$ cat config.mk
export PLATFORM = sky130hd
export DESIGN_NAME = rf_wport_arbiter
export DESIGN_NICKNAME = d
export VERILOG_FILES = /design/src/rtl/rf_wport_arbiter_pkg.sv /design/src/rtl/wb_side_fifo.sv /design/src/rtl/rf_wport_arbiter.sv
export SDC_FILE = /design/constraint.sdc
export NUM_CORES = 1
export LEC_CHECK = 0
export BUFFER_PORTS_ARGS = -buffer_cell sky130_fd_sc_hd__buf_2
export CORE_ASPECT_RATIO = 1.5
export CORE_MARGIN = 3
export CORE_UTILIZATION = 49
export DETAILED_ROUTE_END_ITERATION = 12
export PLACE_DENSITY = 0.87
export SLEW_MARGIN = 40
export SYNTH_ARGS = -nofsm -noshare
export SYNTH_HDL_FRONTEND = slang
export SYNTH_HIERARCHICAL = 1
export SYNTH_SLANG_ARGS = --single-unit
$ cat constraint.sdc
create_clock -name clk -period 6.7 [get_ports clk]
set_input_delay 1.34 -clock clk [delete_from_list [all_inputs] [get_ports clk]]
set_output_delay 1.34 -clock clk [all_outputs]
set_load 0.02 [all_outputs]
$ cat src/rtl/rf_wport_arbiter_pkg.sv
// Shared widths, bundle layouts and helpers for the RF write-port arbiter.
package rf_wport_arbiter_pkg;

    localparam int RF_ADDR_WID  = 5;
    localparam int RF_DATA_WID  = 32;
    localparam int LQ_ENTRY_WID = RF_ADDR_WID + RF_DATA_WID + 32;
    localparam int ENT_WID      = RF_ADDR_WID + 1;

    typedef struct packed {
        logic [RF_ADDR_WID-1:0] dest;
        logic [RF_DATA_WID-1:0] data;
        logic [31:0]            pc;
    } lq_entry_t;

    typedef struct packed {
        logic                   we;
        logic [RF_ADDR_WID-1:0] dest;
        logic [RF_DATA_WID-1:0] data;
    } wrf_bus_t;

    function automatic logic [31:0] dec5(input logic [RF_ADDR_WID-1:0] a);
        dec5 = 32'd1 << a;
    endfunction

endpackage

$ cat src/rtl/wb_side_fifo.sv
// Buffer for long-latency results awaiting a free RF write-port cycle.
module wb_side_fifo
    import rf_wport_arbiter_pkg::*;
#(
    parameter int DEPTH = 2
) (
    input  logic                      clk,
    input  logic                      rstn,
    input  logic                      push,
    input  logic [LQ_ENTRY_WID-1:0]   push_data,
    input  logic                      pop,
    output logic                      full,
    output logic                      empty,
    output logic [LQ_ENTRY_WID-1:0]   head,
    output logic [DEPTH*ENT_WID-1:0]  ent
);

    localparam int AW = $clog2(DEPTH);

    logic [AW:0]             wptr;
    logic [AW:0]             rptr;
    logic [AW-1:0]           widx;
    logic [AW-1:0]           ridx;
    logic [DEPTH-1:0]        vld;
    logic [LQ_ENTRY_WID-1:0] mem [DEPTH];
    logic                    do_push;
    logic                    do_pop;

    assign widx    = wptr[AW-1:0];
    assign ridx    = rptr[AW-1:0];
    assign empty   = (wptr == rptr);
    assign full    = (wptr[AW] != rptr[AW]) && (widx == ridx);
    assign do_push = push && !full;
    assign do_pop  = pop && !empty;
    assign head    = mem[ridx];

    always_ff @(posedge clk) begin
        if (!rstn) begin
            wptr <= '0;
            rptr <= '0;
            vld  <= '0;
        end else begin
            if (do_push) begin
                vld[widx] <= 1'b1;
                wptr      <= wptr + (AW+1)'(1);
            end
            if (do_pop) begin
                vld[ridx] <= 1'b0;
                rptr      <= rptr + (AW+1)'(1);
            end
        end
    end

    always_ff @(posedge clk) begin
        if (do_push) begin
            mem[widx] <= push_data;
        end
    end

    // Per-entry {valid,dest} so the parent can build its busy mask.
    for (genvar i = 0; i < DEPTH; i++) begin : g_ent
        assign ent[i*ENT_WID +: ENT_WID] =
            {vld[i], mem[i][LQ_ENTRY_WID-1 -: RF_ADDR_WID]};
    end

endmodule

$ cat src/rtl/rf_wport_arbiter.sv
// Shares the RF write port between pipeline writeback (P) and
// buffered long-latency results (L), with starvation-bounded L drain.
module rf_wport_arbiter
    import rf_wport_arbiter_pkg::*;
#(
    parameter int DEPTH      = 2,
    parameter int STARVE_MAX = 4
) (
    input  logic        clk,
    input  logic        rstn,
    input  logic        p_valid,
    output logic        p_ready,
    input  logic        p_we,
    input  logic [4:0]  p_dest,
    input  logic [31:0] p_data,
    input  logic [31:0] p_pc,
    input  logic        l_valid,
    output logic        l_ready,
    input  logic [4:0]  l_dest,
    input  logic [31:0] l_data,
    input  logic [31:0] l_pc,
    output logic        rf_we,
    output logic [4:0]  rf_waddr,
    output logic [31:0] rf_wdata,
    output logic [31:0] rf_busy,
    output logic [31:0] debug_wb_pc,
    output logic [3:0]  debug_wb_rf_we,
    output logic [4:0]  debug_wb_rf_wnum,
    output logic [31:0] debug_wb_rf_wdata
);

    localparam int SW = $clog2(STARVE_MAX + 1);
    localparam logic [SW-1:0] SMAX = SW'(STARVE_MAX);

    logic                     full;
    logic                     empty;
    logic                     p_use;
    logic                     force_l;
    logic                     gp;
    logic                     gl;
    logic                     push;
    lq_entry_t                push_ent;
    lq_entry_t                head;
    logic [DEPTH*ENT_WID-1:0] ent;
    logic [SW-1:0]            starve_cnt;
    wrf_bus_t                 wb_q;
    logic [31:0]              pc_q;
    logic                     src_l;
    logic [31:0]              busy;

    assign p_use    = p_valid && p_we && (p_dest != '0);
    assign force_l  = (starve_cnt == SMAX) && !empty;
    assign p_ready  = !force_l;
    assign gp       = p_use && !force_l;
    assign gl       = !empty && !gp;
    assign l_ready  = !full;
    assign push     = l_valid && !full;
    assign push_ent = '{dest: l_dest, data: l_data, pc: l_pc};

    wb_side_fifo #(
        .DEPTH(DEPTH)
    ) u_fifo (
        .clk      (clk),
        .rstn     (rstn),
        .push     (push),
        .push_data(push_ent),
        .pop      (gl),
        .full     (full),
        .empty    (empty),
        .head     (head),
        .ent      (ent)
    );

    always_ff @(posedge clk) begin
        if (!rstn) begin
            starve_cnt <= '0;
        end else if (empty || gl) begin
            starve_cnt <= '0;
        end else if (starve_cnt != SMAX) begin
            starve_cnt <= starve_cnt + SW'(1);
        end
    end

    always_ff @(posedge clk) begin
        if (!rstn) begin
            wb_q  <= '0;
            pc_q  <= '0;
            src_l <= 1'b0;
        end else if (gp) begin
            wb_q  <= '{we: 1'b1, dest: p_dest, data: p_data};
            pc_q  <= p_pc;
            src_l <= 1'b0;
        end else if (gl) begin
            wb_q  <= '{we: (head.dest != '0), dest: head.dest, data: head.data};
            pc_q  <= head.pc;
            src_l <= 1'b1;
        end else begin
            wb_q.we <= 1'b0;
        end
    end

    // An L write stays visible as busy through the cycle it lands in the RF.
    always_comb begin
        busy = '0;
        for (int i = 0; i < DEPTH; i++) begin
            if (ent[i*ENT_WID + RF_ADDR_WID]) begin
                busy = busy | dec5(ent[i*ENT_WID +: RF_ADDR_WID]);
            end
        end
        if (wb_q.we && src_l) begin
            busy = busy | dec5(wb_q.dest);
        end
        busy[0] = 1'b0;
    end

    assign rf_busy           = busy;
    assign rf_we             = wb_q.we;
    assign rf_waddr          = wb_q.dest;
    assign rf_wdata          = wb_q.data;
    assign debug_wb_pc       = pc_q;
    assign debug_wb_rf_we    = {4{wb_q.we}};
    assign debug_wb_rf_wnum  = wb_q.dest;
    assign debug_wb_rf_wdata = wb_q.data;

endmodule

======== After elaboration in Yosys (flattened, before gate mapping) ========
Memory sizes are Yosys's and may differ from the RTL's. A register that Yosys moved wholly into a read port is not among the register bits.
Cells that the tools add are included.
word-level totals
  logic and storage cells ................. 72
  RAM bits ................................ 138
  output and inout port bits .............. 145
  register bits after elaboration ......... 80
  bits of input ports ..................... 143
  memories ................................ 1
operators by class
  add/sub/neg operators ................... 3
  bitwise operators ....................... 6
  mux-type cells .......................... 19
  shift-type cells ........................ 3
  reduce and logical (&&, ||, !) cells .... 22
  equal/unequal tests ..................... 5
  magnitude comparators ................... 4
memories
  memory      depth  width  read ports  clocked after Yosys merged registers in  write ports  RTL line            RTL
  u_fifo.mem  2      69     3           1                                        1            wb_side_fifo.sv:25  logic [LQ_ENTRY_WID-1:0] mem [DEPTH];
operator list
  kind                  count
  $mux 32               5
  $shl 1x5->32 const A  3
  $or 32x32->32         2
  $mux 38               1
  $mux 37               1
  $logic_and 1x1->1     12
  $reduce_bool 5->1     2
  $mux 1                7
  $mux 2                3
  $add 2x1->2 const B   2
  $logic_not 1->1       4
  $lt 1x2->1 const B    2
  $reduce_or 2->1       2
  $add 3x1->3 const B   1
  $eq 3x3->1 const B    1
  $ne 3x3->1 const B    1
  $and 2x2->2           1
  $demux 1 s1           2
  $eq 2x2->1            1
  $ge 1x1->1 const B    2
  $not 2->2             1
  $or 2x2->2            1
  $reduce_bool 2->1     1
  $eq 1x1->1            1
  other kinds (3)       3

======== Logic depth before layout (Yosys ltp) ========
  depth after elaboration ................. 10
  depth in mapped cells ................... 12
  gate-level depth less buffers ........... 8

======== Hierarchy ========
The synthesis kept the hierarchy.
by module, submodules not included
  module            seq. area each (sq um)  instances  area an instance (sq um)  cells each
  wb_side_fifo      4284.1                  1          5400.2                    271
  rf_wport_arbiter  1481.4                  1          4912.2                    573

======== Least setup slack after synthesis ========
Ideal clock, no wire load.
  kind .................................... input to register
  start ................................... input port l_valid
  end ..................................... memory u_fifo/mem[1][0] (netlist bit), enable pin
  path buffers ............................ 0
  library setup time ...................... 0.521 ns
  path slack .............................. 1.053 ns
  required time ........................... 6.179 ns
  stages .................................. 3
  arrival ................................. 5.126 ns
  cell sequence ........................... nor2b_1 nand2_1 a21oi_1
on the way
  cells in the longest elaborated chain, start to end .. 4
RTL lines
  what                          RTL line                RTL
  from (decl)                   rf_wport_arbiter.sv:17  input logic l_valid,
  $logic_and 1x1->1             rf_wport_arbiter.sv:57  assign push = l_valid && !full;
  $logic_and 1x1->1             wb_side_fifo.sv:33      assign do_push = push && !full;
  $mux 1                        wb_side_fifo.sv:55      if (do_push) begin
  $mux 1 (implied by the code)  wb_side_fifo.sv:56      mem[widx] <= push_data;
  to (decl)                     wb_side_fifo.sv:25
No other way between the ends.

==> results by group <==
Setup path
  • Worst reg2reg path depth: 7
  • Critical path's slowest cell: edfxtp_1
  • Crit path required time: 5360 ps
  • Reg-to-Reg Start: u_fifo/rptr[0]
  • Worst setup path end: rf_busy[30]
  • R2R setup slack: 3850 ps
  • WS Path Type: register to output pin
  • Critical-path cell list: nor2b_1, nand3_1, o221ai_1, buf_2
  • Startpoint types: register
  • Worst Setup End Kind: output pin
  • Worst path max stage delay: 570 ps
  • Crit path from: u_fifo/mem[1][66]
  • R2r endpoint: u_fifo/mem[0][40]
  • Worst EP arrival: 2260 ps
  • Crit-path max FO: 10

Logic synthesis
  • Synthesized area per cell: 12.2 µm²
  • Fraction of registers with async set/reset: 0
  • Leading cell types by count after synthesis: nand2_1 (157), mux2_2 (139), edfxtp_1 (138)
  • Ys Warns: 6
  • Top-count cell post-synth: nand2_1
  • Syn_nets: 989
  • #FFs+latches synth: 219
  • Post-Syn Area: 0.0103 mm²
  • Most used DFF post-synth: edfxtp_1
  • Sequential element share of the synthesized area: 0.559
  • Top post-synthesis cells by area: edfxtp_1 (40%), dfxtp_1 (16%), mux2_2 (15%), mux2i_1 (6.7%), nand2_1 (5.7%)
  • Number of synthesized flops with an enable pin: 138
  • Largest area contributor in the netlist: edfxtp_1
  • Synth top area share: 0.402
  • Synth Instances: 844
  • Unique masters post-synth: 47

Timing
  • Max Slew Vio Count: 0
  • Fmax: 278 MHz
  • Crit path time final: 3600 ps
  • Layout Skew: 9.36 ps
  • Worst slew margin: 0.483
  • Final worst-path cycle share: 0.537
  • Total negative slack: 0 ps
  • Setup Viol. Count Final: 0
  • Measured slew at the worst slew-check pin: 776 ps
  • Final Hold Viols: 0
  • Hold Worst Slack: 562 ps
  • RSZ-0062 raised after global routing: no

Place
  • Post-detail-place hpwl: 18200 µm
  • RD Place Congestion: 0.931
  • Placed cell areas: 0.0116 mm²
  • Placed Cells: 1298
  • IO buf count: 286

Route
  • Post-DR wirelength/cell: 18.8 µm
  • Starting DRT DRC Count: 427
  • First-pass DRT Iterations: 5
  • Vias: 7278
  • Drt total wl: 25200 µm
  • Drt drc: 0
  • Vias per std cell: 5.44
  • Antenna-violating nets left: 0

Floorplanning
  • I/O pins: 288
  • Row cnt: 64
  • Die area: 0.0229 mm²
  • Initial Util: 0.501
  • Die H: 184 µm
  • Chip Width: 124 µm
  • CORE AREA: 0.0206 mm²

Power and ir drop
  • Worst VDD drop: 0.227 mV
  • Clock power frac: 0.287
  • P_int: 2.67 mW
  • Leakage: 5.07 nW
  • Power density over the cells: 311 mW/mm²
  • Sw Pwr: 1.13 mW
  • Combinational power share: 0.257
  • Sequential power share: 0.456
  • Sw Share: 0.297

CTS
  • Total CTS buffers: 20
  • CTS Buffer Depth: 3
  • Maximum level of the CTS H-tree: 1
  • Skew-Pair Late Insertion Delay: 480 ps
  • CTS tree: yes
  • CTS resizes: 0
  • Root Driver: clkbuf_16
  • Reg clk slew, reported paths: 60 ps
  • # clock sinks: 219
  • CTS Hold Bufs: 0
  • Post-CTS setup buffer count: 0

Global routing
  • Met1 GRT Util: 0.234
  • Top Usage Layer GRT: met2
  • Pin count of the biggest net entering global routing: 82
  • GR Layer Usage met2: 0.396
  • Global route overflow: 0
  • GRT Total Usage: 0.210
  • Vias in the first global route: 7262
  • Initial antenna violation count: 5
  • M3 GR Usage: 0.0352
  • First-pass GRT wire length: 38800 µm

Worst hold path
  • Worst hold-check path type: register to register

Finish
  • Final core occ: 0.593
  • Finished Layout Cells: 1338
  • Layout cell share with drive strength beyond 1: 0.444
  • Fin area: 0.0122 mm²
  • Fin nets: 1201
  • Layout area overhead: 18.4%

Run status
  • Status: complete, no violations

Run
  • Maxcap violations: 0
==> layout make-up <==
cell class / count / area (µm²)
well taps: 264 / 330
clock inverters: 14 / 96.3
inverters: 6 / 22.5
multi-input cells: 513 / 3900
repair buffers: 296 / 1560
fillers: 1624 / 8370
diodes: 4 / 10.0
flip-flops and latches: 219 / 5770
clock buffers: 22 / 529
==> sequential cells by signal (all words and copies together) (netlist names), named ones only <==
signal / flops
u_fifo/mem: 138
debug_wb_pc: 32
debug_wb_rf_wdata: 32
debug_wb_rf_wnum: 5
starve_cnt: 3
u_fifo/rptr: 2
u_fifo/vld: 2
u_fifo/wptr: 2
rf_we: 1
src_l: 1
==> critical path, delay by kind of cell, from the launching register on <==
family / cells / cell delay (ps)
compound gates: 1 / 240
flops: 1 / 570
buf+inv: 1 / 220
simple gates: 2 / 740
==> power by group through the flow <==
stage,clock network [mW],registers (mW),logic (mW)
after CTS,1.12,1.73,0.985
after detailed placement,0,1.76,0.980
after global routing,1.17,1.75,1.05
final,1.09,1.73,0.974
after global placement,0,1.76,0.931
after floorplan,0,1.82,0.676
==> metrics by stage <==
| stage | power, mW | worst slack (ps) |
|---|---|---|
| floorplan | 2.49 | 1050 |
| global placement | 2.69 | 2900 |
| detailed placement | 2.74 | 3170 |
| CTS | 3.83 | 3130 |
| global route | 3.97 | 2960 |
| finish | 3.79 | 3100 |
==> layout by cell type, fill, tap and decap left out, types with 6 or more instances in the layout <==
cell type / instances
clkbuf_16: 21
nand3_1: 12
nand4_1: 8
o21ai_0: 13
mux2i_1: 69
a22oi_1: 9
edfxtp_1: 138
buf_2: 285
mux2_2: 139
nor2_1: 10
dfxtp_1: 80
o221ai_1: 19
inv_1: 6
clkinv_2: 7
nand2_1: 157
nand3b_1: 10
==> cells by family after synthesis <==
family,synth area share
xor gates and xnor gates,0.00340
other,0.000364
buffers and inverters,0.0664
adders and majority gates,0.00243
and+or+nand+nor,0.108
muxes,0.219
DFF,0.559
AOI/OAI and AO/OA,0.0414
==> metal layers <==
metal  up-vias  part of all wire
met5         -           0.00083
met4         4             0.043
met3        70             0.056
met2       307              0.54
met1      3464              0.36
li1       3433                 -
==> how the worst min path moves through the flow <==
| stage | startpoint | to | slack, ps | cells past startpoint |
|---|---|---|---|---|
| after CTS | u_fifo/wptr[1] | u_fifo/rptr[1] | 560 | 2 |
| final | u_fifo/wptr[1] | u_fifo/rptr[1] | 560 | 2 |
| after global placement | u_fifo/wptr[1] | u_fifo/rptr[1] | 520 | 2 |
| after floorplan | u_fifo/vld[1] | u_fifo/vld[1] | 500 | 1 |
| after global routing | u_fifo/wptr[1] | u_fifo/rptr[1] | 610 | 2 |
| after detailed placement | u_fifo/wptr[1] | u_fifo/rptr[1] | 550 | 2 |
(Power assumes the default switching activity.)
